### config.mk
export PLATFORM = sky130hd
export DESIGN_NAME = popcount_window_accumulator
export DESIGN_NICKNAME = d
export VERILOG_FILES = /design/src/rtl/popcount_window_accumulator.sv
export SDC_FILE = /design/constraint.sdc
export NUM_CORES = 1
export LEC_CHECK = 0
export CAP_MARGIN = 5
export CORE_MARGIN = 2
export CORE_UTILIZATION = 59
export CTS_CLUSTER_SIZE = 8
export DETAILED_ROUTE_END_ITERATION = 8
export PLACE_DENSITY = 0.92
export SYNTH_ARGS = -nofsm -noshare
export SYNTH_HDL_FRONTEND = slang
export SYNTH_SLANG_ARGS = --single-unit
### constraint.sdc
create_clock -name clk -period 5.05 [get_ports clk]
set_input_delay 1.01 -clock clk [delete_from_list [all_inputs] [get_ports clk]]
set_output_delay 1.01 -clock clk [all_outputs]
set_load 0.03 [all_outputs]
### src/rtl/popcount_window_accumulator.sv
// Sums popcount beats over a window of WINDOW frames and hands each window total
// to a single-entry registered output slot (valid/ready). Supports early close by flush.
module popcount_window_accumulator #(
  parameter int WINDOW = 8,
  parameter int ACC_W  = 8,
  parameter int THRESH = 64
) (
  input  logic             clk,
  input  logic             rst,
  input  logic             cnt_valid,
  output logic             cnt_ready,
  input  logic [4:0]       cnt_in,
  input  logic             flush,
  output logic             sum_valid,
  input  logic             sum_ready,
  output logic [ACC_W-1:0] sum_out,
  output logic [8:0]       sum_frames,
  output logic             sum_over,
  output logic             sum_partial,
  output logic             err_range
);

  localparam logic [8:0] LAST_FRAME = 9'(WINDOW - 1);
  localparam logic [8:0] FULL_COUNT = 9'(WINDOW);
  localparam logic [4:0] CNT_MAX    = 5'd16;

  function automatic logic [4:0] clamp_cnt(input logic [4:0] c);
    return (c > CNT_MAX) ? CNT_MAX : c;
  endfunction

  function automatic logic [ACC_W-1:0] sat_add(input logic [ACC_W-1:0] a, input logic [4:0] b);
    logic [ACC_W:0] s;
    s = {1'b0, a} + {{(ACC_W-4){1'b0}}, b};
    return s[ACC_W] ? {ACC_W{1'b1}} : s[ACC_W-1:0];
  endfunction

  logic [ACC_W-1:0] acc_q, acc_d;
  logic [8:0]       frame_q, frame_d;
  logic             flush_pend_q, flush_pend_d;
  logic             sum_valid_q, sum_valid_d;
  logic [ACC_W-1:0] sum_out_q, sum_out_d;
  logic [8:0]       sum_frames_q, sum_frames_d;
  logic             sum_over_q, sum_over_d;
  logic             sum_partial_q, sum_partial_d;
  logic             err_q, err_d;

  logic             slot_free;
  logic             last_beat;
  logic             accept;
  logic [ACC_W-1:0] acc_next;
  logic [8:0]       eff_cnt;
  logic             full_close;
  logic             flush_req;
  logic             flush_close;
  logic             close;

  assign slot_free = !sum_valid_q || sum_ready;
  assign last_beat = (frame_q == LAST_FRAME);
  // The closing beat and any beat behind a pending flush must wait for the slot.
  assign cnt_ready = !((last_beat || flush_pend_q) && !slot_free);
  assign accept    = cnt_valid && cnt_ready;
  assign acc_next  = accept ? sat_add(acc_q, clamp_cnt(cnt_in)) : acc_q;
  assign eff_cnt   = frame_q + {8'd0, accept};

  assign full_close  = accept && last_beat;
  assign flush_req   = (flush || flush_pend_q) && (eff_cnt != 9'd0);
  assign flush_close = flush_req && slot_free;
  assign close       = full_close || flush_close;

  always_comb begin
    acc_d         = acc_q;
    frame_d       = frame_q;
    flush_pend_d  = flush_pend_q;
    sum_valid_d   = sum_valid_q;
    sum_out_d     = sum_out_q;
    sum_frames_d  = sum_frames_q;
    sum_over_d    = sum_over_q;
    sum_partial_d = sum_partial_q;
    err_d         = err_q || (accept && (cnt_in > CNT_MAX));

    if (close) begin
      // A close in the same cycle as a drain simply overwrites the slot.
      sum_valid_d   = 1'b1;
      sum_out_d     = acc_next;
      sum_frames_d  = eff_cnt;
      sum_partial_d = (eff_cnt != FULL_COUNT);
      sum_over_d    = (32'(acc_next) >= 32'(THRESH));
      acc_d         = '0;
      frame_d       = '0;
      flush_pend_d  = 1'b0;
    end else begin
      if (sum_valid_q && sum_ready) begin
        sum_valid_d = 1'b0;
      end
      if (accept) begin
        acc_d   = acc_next;
        frame_d = eff_cnt;
      end
      if (flush_req) begin
        flush_pend_d = 1'b1;
      end
    end
  end

  always_ff @(posedge clk or posedge rst) begin
    if (rst) begin
      acc_q         <= '0;
      frame_q       <= '0;
      flush_pend_q  <= 1'b0;
      sum_valid_q   <= 1'b0;
      sum_out_q     <= '0;
      sum_frames_q  <= '0;
      sum_over_q    <= 1'b0;
      sum_partial_q <= 1'b0;
      err_q         <= 1'b0;
    end else begin
      acc_q         <= acc_d;
      frame_q       <= frame_d;
      flush_pend_q  <= flush_pend_d;
      sum_valid_q   <= sum_valid_d;
      sum_out_q     <= sum_out_d;
      sum_frames_q  <= sum_frames_d;
      sum_over_q    <= sum_over_d;
      sum_partial_q <= sum_partial_d;
      err_q         <= err_d;
    end
  end

  assign sum_valid   = sum_valid_q;
  assign sum_out     = sum_out_q;
  assign sum_frames  = sum_frames_q;
  assign sum_over    = sum_over_q;
  assign sum_partial = sum_partial_q;
  assign err_range   = err_q;

endmodule

==> flow_summary_export.csv, run 1 <==
group,metric,value,unit
worst_setup_path,cpMostUsedCell,"sky130_fd_sc_hd__buf_4",
floorplan,chipWidth,66.1,um
floorplan,initial_core_util,61.6,%
synth,mappedNetlistNets,238,
clocking,path_clk_slew,0.07,ns
worst_setup_path,critPathArrivalTime,4.27,ns
pwr,total_leakage_power,0.00120,uW
worst_setup_path,worst_path_largest_cell_delay,0.45,ns
clocking,max-clock-path-buffers,2,
sta,setup_repair_after_global_routing_missed_its_margin,"no",
synth,synth.area.top_cells,"sky130_fd_sc_hd__dfrtp_1 (43%), sky130_fd_sc_hd__mux2_4 (4.6%), sky130_fd_sc_hd__nor2_1 (4.0%), sky130_fd_sc_hd__ha_1 (3.9%), sky130_fd_sc_hd__xor2_1 (3.9%)",
synth,ys_async_sr_fraction,100,%
finish,area_growth_syn_to_layout,17.9,%
worst_setup_path,cpMaxStageDelayCell,"sky130_fd_sc_hd__o311ai_4",
floorplan,die_y,66.1,um
drt,post_drt_via_cell_ratio,5.51,
sta,hold_violations,0,
status,status,"finished clean",
floorplan,core.rowCount,22,
sta,timing.setup.tns,0,ns
worst_setup_path,critical_path.startpoint_type,"input pin",
global_routing,grt_use_total,23.6,%
drt,dr_total_vias,1648,
clocking,cts.sink_count,39,
sta,min_period_over_period,81.2,%
floorplan,design.die.area,4360,um^2
drt,avgRoutedWirePerCell,14.2,um
global_routing,grt_first_pass_wirelength,7.56,mm
synth,syn_inst,220,
floorplan,count_of_boundary_i_o_pins,32,
worst_setup_path,critical_path_class,"in -> reg",
clocking,cts-root-buf,"sky130_fd_sc_hd__clkbuf_8",
global_routing,grt_max_degree,40,
global_routing,gr-total-overflow,0,
sta,max_freq,0.244,GHz
floorplan,core-area,3690,um^2
run,max-cap-violations,0,
clocking,cts_tree,"built",
synth,synth_largest_type_area_fraction,43.0,%
worst_setup_path,worstSetupStartpoint,"sum_ready",
worst_setup_path,regToRegStartpoint,"frame_q[3]",
synth,yosys.cell_types.count,46,
synth,synth_top_flop_cell,"sky130_fd_sc_hd__dfrtp_1",
sta,finalCriticalPeriod,4.10,ns
synth,postSynthRegisterBits,39,
drt,wirelength,4.24,mm
worst_setup_path,critPathMaxFanout,24,
drt,detail_route.iter0.violations,109,
drt,ant_nets,0,
sta,whs,0.498,ns
synth,synth_area,2270,um^2
synth,avgSynthCellArea,10.3,um^2
sta,slew_violations,0,
finish,antenna-diode-count,0,
min_path,hold_class,"reg -> reg",
placed_design,place.gp.congestion,0.861,
clocking,h_tree_depth_reported_by_cts,2,
placed_design,dp_hpwl,3.14,mm
clocking,ctsResizeCount,0,
finish,final_nets,268,
placed_design,port_buffers,31,
clocking,post_cts_buffers,0,
drt,route.detailed.drc,0,
sta,slew_headroom,68.1,%
pwr,power-per-cell-area,498,nW/um^2
worst_setup_path,cp_capture_type,"flop",
finish,drive_gt1_share,11.6,%
synth,synth_sequential_area_ratio,43.0,%
clocking,postCtsHoldBufs,0,
worst_setup_path,path_cells,"clkdlybuf4s50_1, nand2b_1, o311ai_4, inv_2, ha_1, and3_1, nand4b_1, a21oi_1, o211ai_2, a22o_1, buf_4, buf_4, mux2i_1",
sta,skew,0.00746,ns
synth,post-synth-top-area-cell,"sky130_fd_sc_hd__dfrtp_1",
min_path,worstHoldStart,"err_range",
drt,detail_route.first_pass.iterations,4,
synth,synth-edff-count,0,
pwr,vdd_drop_max,353,uV
sta,tightest_slew,0.473,ns
worst_setup_path,worstPathRequired,5.22,ns
sta,setup-violations-final,0,
global_routing,grt_pass1_vias,1615,
clocking,cts_made_buffers,5,
synth,synth_warnings,0,
global_routing,antenna_violations_before_repair,0,
clocking,clk-insertion-delay-late,0.30,ns
[path summary, 6_finish.rpt]
kind | to | slack [ns] | cells after the start
worst max-delay path | sum_out[0] | 0.95 | 13
worst min-delay path | err_range | 0.50 | 1
worst max register to register | sum_out[0] | 1.29 | 13
worst min register to register | err_range | 0.50 | 1
max in group asynchronous | acc_q[3] | 3.57 | 3
min in group asynchronous | sum_frames[3] | 1.14 | 3
[flip-flops by register name, summed over array words and instances (netlist names)]
| register | cells |
|---|---|
| flush_pend_q | 1 |
| frame_q | 9 |
| err_range | 1 |
| sum_out | 8 |
| sum_over | 1 |
| sum_partial | 1 |
| sum_valid | 1 |
| acc_q | 8 |
| sum_frames | 9 |
[kinds of logic (layout without fill, tap and decap cells)]
family	Yosys count	in the layout	share of synthesized area, %
fa+ha+maj	8	8	4.74
xor+xnor	17	17	6.55
mux	22	22	11.7
flops	39	39	43.0
compound gates	34	34	10.8
buf+inv	26	57	6.28
simple gates	74	74	17.0
[placed cells by master (no fill, tap or decap), types with 5 or more instances in the layout]
| master | synthesis | routed |
|---|---|---|
| sky130_fd_sc_hd__nand3_1 | 10 | 10 |
| sky130_fd_sc_hd__xnor2_1 | 7 | 7 |
| sky130_fd_sc_hd__xor2_1 | 10 | 10 |
| sky130_fd_sc_hd__nand2b_1 | 5 | 5 |
| sky130_fd_sc_hd__clkdlybuf4s50_1 | 0 | 31 |
| sky130_fd_sc_hd__mux2i_1 | 8 | 8 |
| sky130_fd_sc_hd__mux2_4 | 7 | 7 |
| sky130_fd_sc_hd__nand2_1 | 9 | 9 |
| sky130_fd_sc_hd__nor2_1 | 24 | 24 |
| sky130_fd_sc_hd__a21oi_1 | 8 | 8 |
| sky130_fd_sc_hd__o21ai_0 | 7 | 7 |
| sky130_fd_sc_hd__ha_1 | 7 | 7 |
| sky130_fd_sc_hd__mux2_2 | 6 | 6 |
| sky130_fd_sc_hd__dfrtp_1 | 39 | 39 |
| sky130_fd_sc_hd__o22ai_1 | 5 | 5 |
| sky130_fd_sc_hd__inv_1 | 14 | 14 |
| sky130_fd_sc_hd__clkbuf_8 | 0 | 7 |
[critical path: cells and delay by family]
family / cells / cell delay [ns]
AOI/OAI and AO/OA: 4 / 1.12
and+or+nand+nor: 3 / 0.60
buffers and inverters: 4 / 1.08
muxes: 1 / 0.13
adders and majority gates: 1 / 0.32
[report_power, final]
| part | internal, uW | total, uW | switching (uW) | leakage (uW) |
|---|---|---|---|---|
| Clock | 124 | 229 | 104 | 0.0000515 |
| Combinational | 280 | 639 | 358 | 0.000646 |
| Sequential | 397 | 466 | 69.4 | 0.000503 |
[area by class of cell]
class	count	area, um^2
Multi-Input combinational cell	155	1150
Fill cell	287	1010
Inverter	15	56.3
Timing Repair Buffer	34	333
Sequential cell	39	976
Clock buffer	8	100
Tap cell	48	60.1
[cells in the mapped netlist (2+ instances only)]
cell type	instances
sky130_fd_sc_hd__dfrtp_1	39
sky130_fd_sc_hd__nor2_1	24
sky130_fd_sc_hd__inv_1	14
sky130_fd_sc_hd__nand3_1	10
sky130_fd_sc_hd__xor2_1	10
sky130_fd_sc_hd__nand2_1	9
sky130_fd_sc_hd__a21oi_1	8
sky130_fd_sc_hd__mux2i_1	8
sky130_fd_sc_hd__ha_1	7
sky130_fd_sc_hd__mux2_4	7
sky130_fd_sc_hd__o21ai_0	7
sky130_fd_sc_hd__xnor2_1	7
sky130_fd_sc_hd__mux2_2	6
sky130_fd_sc_hd__buf_2	5
sky130_fd_sc_hd__nand2b_1	5
sky130_fd_sc_hd__o22ai_1	5
sky130_fd_sc_hd__and2_1	4
sky130_fd_sc_hd__nor2b_1	4
sky130_fd_sc_hd__nor3_1	4
sky130_fd_sc_hd__and3_1	3
sky130_fd_sc_hd__o21bai_1	3
sky130_fd_sc_hd__a41oi_1	2
sky130_fd_sc_hd__and4_1	2
sky130_fd_sc_hd__buf_4	2
sky130_fd_sc_hd__buf_6	2
sky130_fd_sc_hd__nand4_1	2
sky130_fd_sc_hd__or3_1	2
[layer usage]
metal  track usage (%)  share of wire [%]  up-vias  wire, um
li1                  -                  -      818         -
met1              32.5                 47      786      1990
met2              35.4                 46       40      1970
met3              7.67                5.0        4       211
met4              7.65                1.5        0        62
met5                 0                  0        -         0
[stage by stage]
step	std cells	total power [uW]	utilization [%]	instance area, um^2	worst slack [ns]
after CTS	299	1340	72.6	2680	0.977
after floorplan	220	954	-	2270	1.31
after detailed placement	291	1110	69.9	2580	0.637
after global routing	299	1440	72.6	2680	0.708
after global placement	291	1090	69.9	2580	0.756
final	299	1330	72.6	2680	0.951
Note: power is estimated with default switching activity, not from simulation.
==> run 2, diff against run 1 <==
CORE_UTILIZATION = 49   (was 59)
PLACE_DENSITY = 0.83   (was 0.92)
clock period = 3.28 ns   (was 5.05 ns; I/O delays follow)
==> run 2 against run 1 <==
First-iteration DRC count rose by 23%. Power increased by 71%. Sequential power up 50%. Final area is 10% higher. Global-route usage shrank 3.6 points. Sequential share of layout area decreased by 3.4 points. Routed wire length grew 8.8%. Die area up 19%. Final cell count rose by 9.7%. Largest cell class unchanged.
==> flow_summary_export.csv, run 2 (same netlist as run 1, synthesis figures left out) <==
group,metric,value,unit
status,status,"finished clean",
sta,tightest_slew,0.482,ns
clocking,cts.sink_count,39,
worst_setup_path,cp_capture_type,"flop",
sta,slew_headroom,67.9,%
sta,skew,0.00457,ns
clocking,cts-root-buf,"sky130_fd_sc_hd__clkbuf_8",
placed_design,port_buffers,31,
global_routing,grt_max_degree,40,
worst_setup_path,critical_path.startpoint_type,"input pin",
finish,layout_common_cells,"sky130_fd_sc_hd__dfrtp_1 (39), sky130_fd_sc_hd__clkdlybuf4s50_1 (31), sky130_fd_sc_hd__buf_4 (27)",
clocking,cts_tree,"built",
clocking,cts_made_buffers,5,
sta,setup-violations-final,0,
global_routing,gr-total-overflow,0,
sta,timing.setup.tns,0,ns
worst_setup_path,worstPathRequired,3.45,ns
global_routing,grt_first_pass_wirelength,7.98,mm
floorplan,core.rowCount,24,
pwr,pwr-share-seq,30.6,%
worst_setup_path,cp.buffers_inverters,4,
placed_design,dp_hpwl,3.40,mm
floorplan,chipWidth,72.1,um
floorplan,design.die.area,5200,um^2
global_routing,grt_use_total,19.9,%
sta,min_period_over_period,95.5,%
drt,ant_nets,0,
worst_setup_path,worst_path_largest_cell_delay,0.44,ns
drt,detail_route.first_pass.iterations,4,
global_routing,antenna_violations_before_repair,0,
finish,total_of_fill_cells_in_the_finished_design,334,
drt,avgRoutedWirePerCell,14.0,um
floorplan,initial_core_util,51.5,%
pwr,combPwrFrac,51.0,%
pwr,total_leakage_power,0.00136,uW
clocking,path_clk_slew,0.07,ns
pwr,power-per-cell-area,770,nW/um^2
placed_design,place.gp.congestion,0.871,
sta,finalCriticalPeriod,3.13,ns
drt,dr_total_vias,1773,
clocking,h_tree_depth_reported_by_cts,2,
worst_setup_path,cpMaxStageDelayCell,"sky130_fd_sc_hd__clkdlybuf4s50_1",
worst_setup_path,path_cells,"clkdlybuf4s50_1, nand2b_4, o311ai_4, inv_2, ha_4, and4bb_2, nor3_2, nor3_1, o211ai_2, a22o_1, buf_12, buf_4, mux2i_1",
floorplan,count_of_boundary_i_o_pins,32,
sta,max_freq,0.319,GHz
pwr,power.share.switching,38.0,%
drt,wirelength,4.61,mm
min_path,worstHoldStart,"err_range",
finish,sequential_cell_area,976,um^2
pwr,clkPwrFrac,18.4,%
finish,antenna-diode-count,0,
worst_setup_path,regToRegStartpoint,"frame_q[8]",
drt,post_drt_via_cell_ratio,5.41,
floorplan,die_y,72.1,um
placed_design,post-place-cells,320,
finish,most_frequent_standard_cell_in_the_layout_excluding_fill_and_tap_cells,"sky130_fd_sc_hd__dfrtp_1",
finish,drive_gt1_share,22.8,%
finish,final_nets,293,
run,max-cap-violations,0,
clocking,clk-insertion-delay-late,0.30,ns
worst_setup_path,critPathTopFamily,"buffers and inverters",
drt,route.detailed.drc,0,
pwr,vdd_drop_max,559,uV
worst_setup_path,critPathArrivalTime,3.31,ns
min_path,hold_class,"reg -> reg",
global_routing,grt_pass1_vias,1727,
pwr,internal_power,1410,uW
drt,detail_route.iter0.violations,134,
finish,final_cell_count_no_fill,328,
finish,multi_input_comb_area,1210,um^2
finish,area_growth_syn_to_layout,30.1,%
floorplan,core-area,4410,um^2
pwr,switching_power,865,uW
worst_setup_path,critical_path_class,"in -> reg",
sta,hold_violations,0,
worst_setup_path,critPathMaxFanout,17,
sta,setup_repair_after_global_routing_missed_its_margin,"no",
clocking,max-clock-path-buffers,2,
sta,slew_violations,0,
worst_setup_path,worstSetupStartpoint,"sum_ready",
clocking,post_cts_buffers,0,
-- run 2: cell types whose count changed in the layout (fill, tap and decap cells not counted), moves of 2 or more --
cell                     before  now
sky130_fd_sc_hd__buf_4        3   27
sky130_fd_sc_hd__ha_1         7    5
sky130_fd_sc_hd__nor3_1       4    2
sky130_fd_sc_hd__nor3_2       0    2
-- run 2: cell type report --
cell class                      instances  share of cell area, %
Inverter                               15                   1.91
Sequential cell                        39                   33.0
Clock inverter                          2                   1.19
Tap cell                               52                   2.20
Clock buffer                            6                   2.79
Multi-Input combinational cell        155                   40.9
Timing Repair Buffer                   59                   18.0
-- run 2: what timing repair did --
action | in CTS | in global routing
hold buffers | 0 | 0
resized for setup | 0 | 4
endpoints found under the setup margin | 0 | 20
-- run 2: path summary, 6_finish.rpt --
path                              end  slack [ns]  cells past startpoint
max                        sum_out[2]        0.15                     13
min                         err_range        0.50                      1
max reg2reg                sum_out[2]        0.15                     13
min reg2reg                 err_range        0.50                      1
max in group asynchronous  frame_q[2]        2.17                      3
min in group asynchronous  sum_out[1]        0.78                      3
-- run 2: worst register-to-register path: stages, from the launching register on --
cell	delay (ns)
sky130_fd_sc_hd__dfrtp_1	0.41
sky130_fd_sc_hd__nor4b_4	0.33
sky130_fd_sc_hd__nand3_1	0.20
sky130_fd_sc_hd__o311ai_4	0.32
sky130_fd_sc_hd__inv_2	0.10
sky130_fd_sc_hd__ha_4	0.19
sky130_fd_sc_hd__and4bb_2	0.30
sky130_fd_sc_hd__nor3_2	0.06
sky130_fd_sc_hd__nor3_1	0.24
sky130_fd_sc_hd__o211ai_2	0.13
sky130_fd_sc_hd__a22o_1	0.27
sky130_fd_sc_hd__buf_12	0.17
sky130_fd_sc_hd__buf_4	0.18
sky130_fd_sc_hd__mux2i_1	0.12
-- run 2: power by group through the flow --
stage	clock network [uW]	registers, uW	logic [uW]
global placement	0	703	1120
CTS	424	699	1160
finish	418	697	1160
detailed placement	0	704	1150
floorplan	0	834	661
global route	449	715	1270
-- run 2: routing by layer --
metal	routed length (um)	share of wire, %	global-route usage, %
met1	2200	48	27.0
met2	2090	45	30.9
met3	231	5.0	4.58
met4	77	1.7	8.39
met5	0	0	0
-- run 2: stage by stage --
step | instance area [um^2] | setup slack, ns | power [uW] | hold WS, ns | utilization [%]
after floorplan | 2320 | -0.00373 | 1490 | 0.515 | -
after global placement | 2820 | -0.0629 | 1820 | 0.474 | 63.9
after detailed placement | 2820 | -0.229 | 1860 | 0.490 | 63.9
after CTS | 2940 | 0.0104 | 2280 | 0.512 | 66.5
after global routing | 2960 | 0.0149 | 2430 | 0.525 | 67.0
final | 2960 | 0.146 | 2270 | 0.504 | 67.0
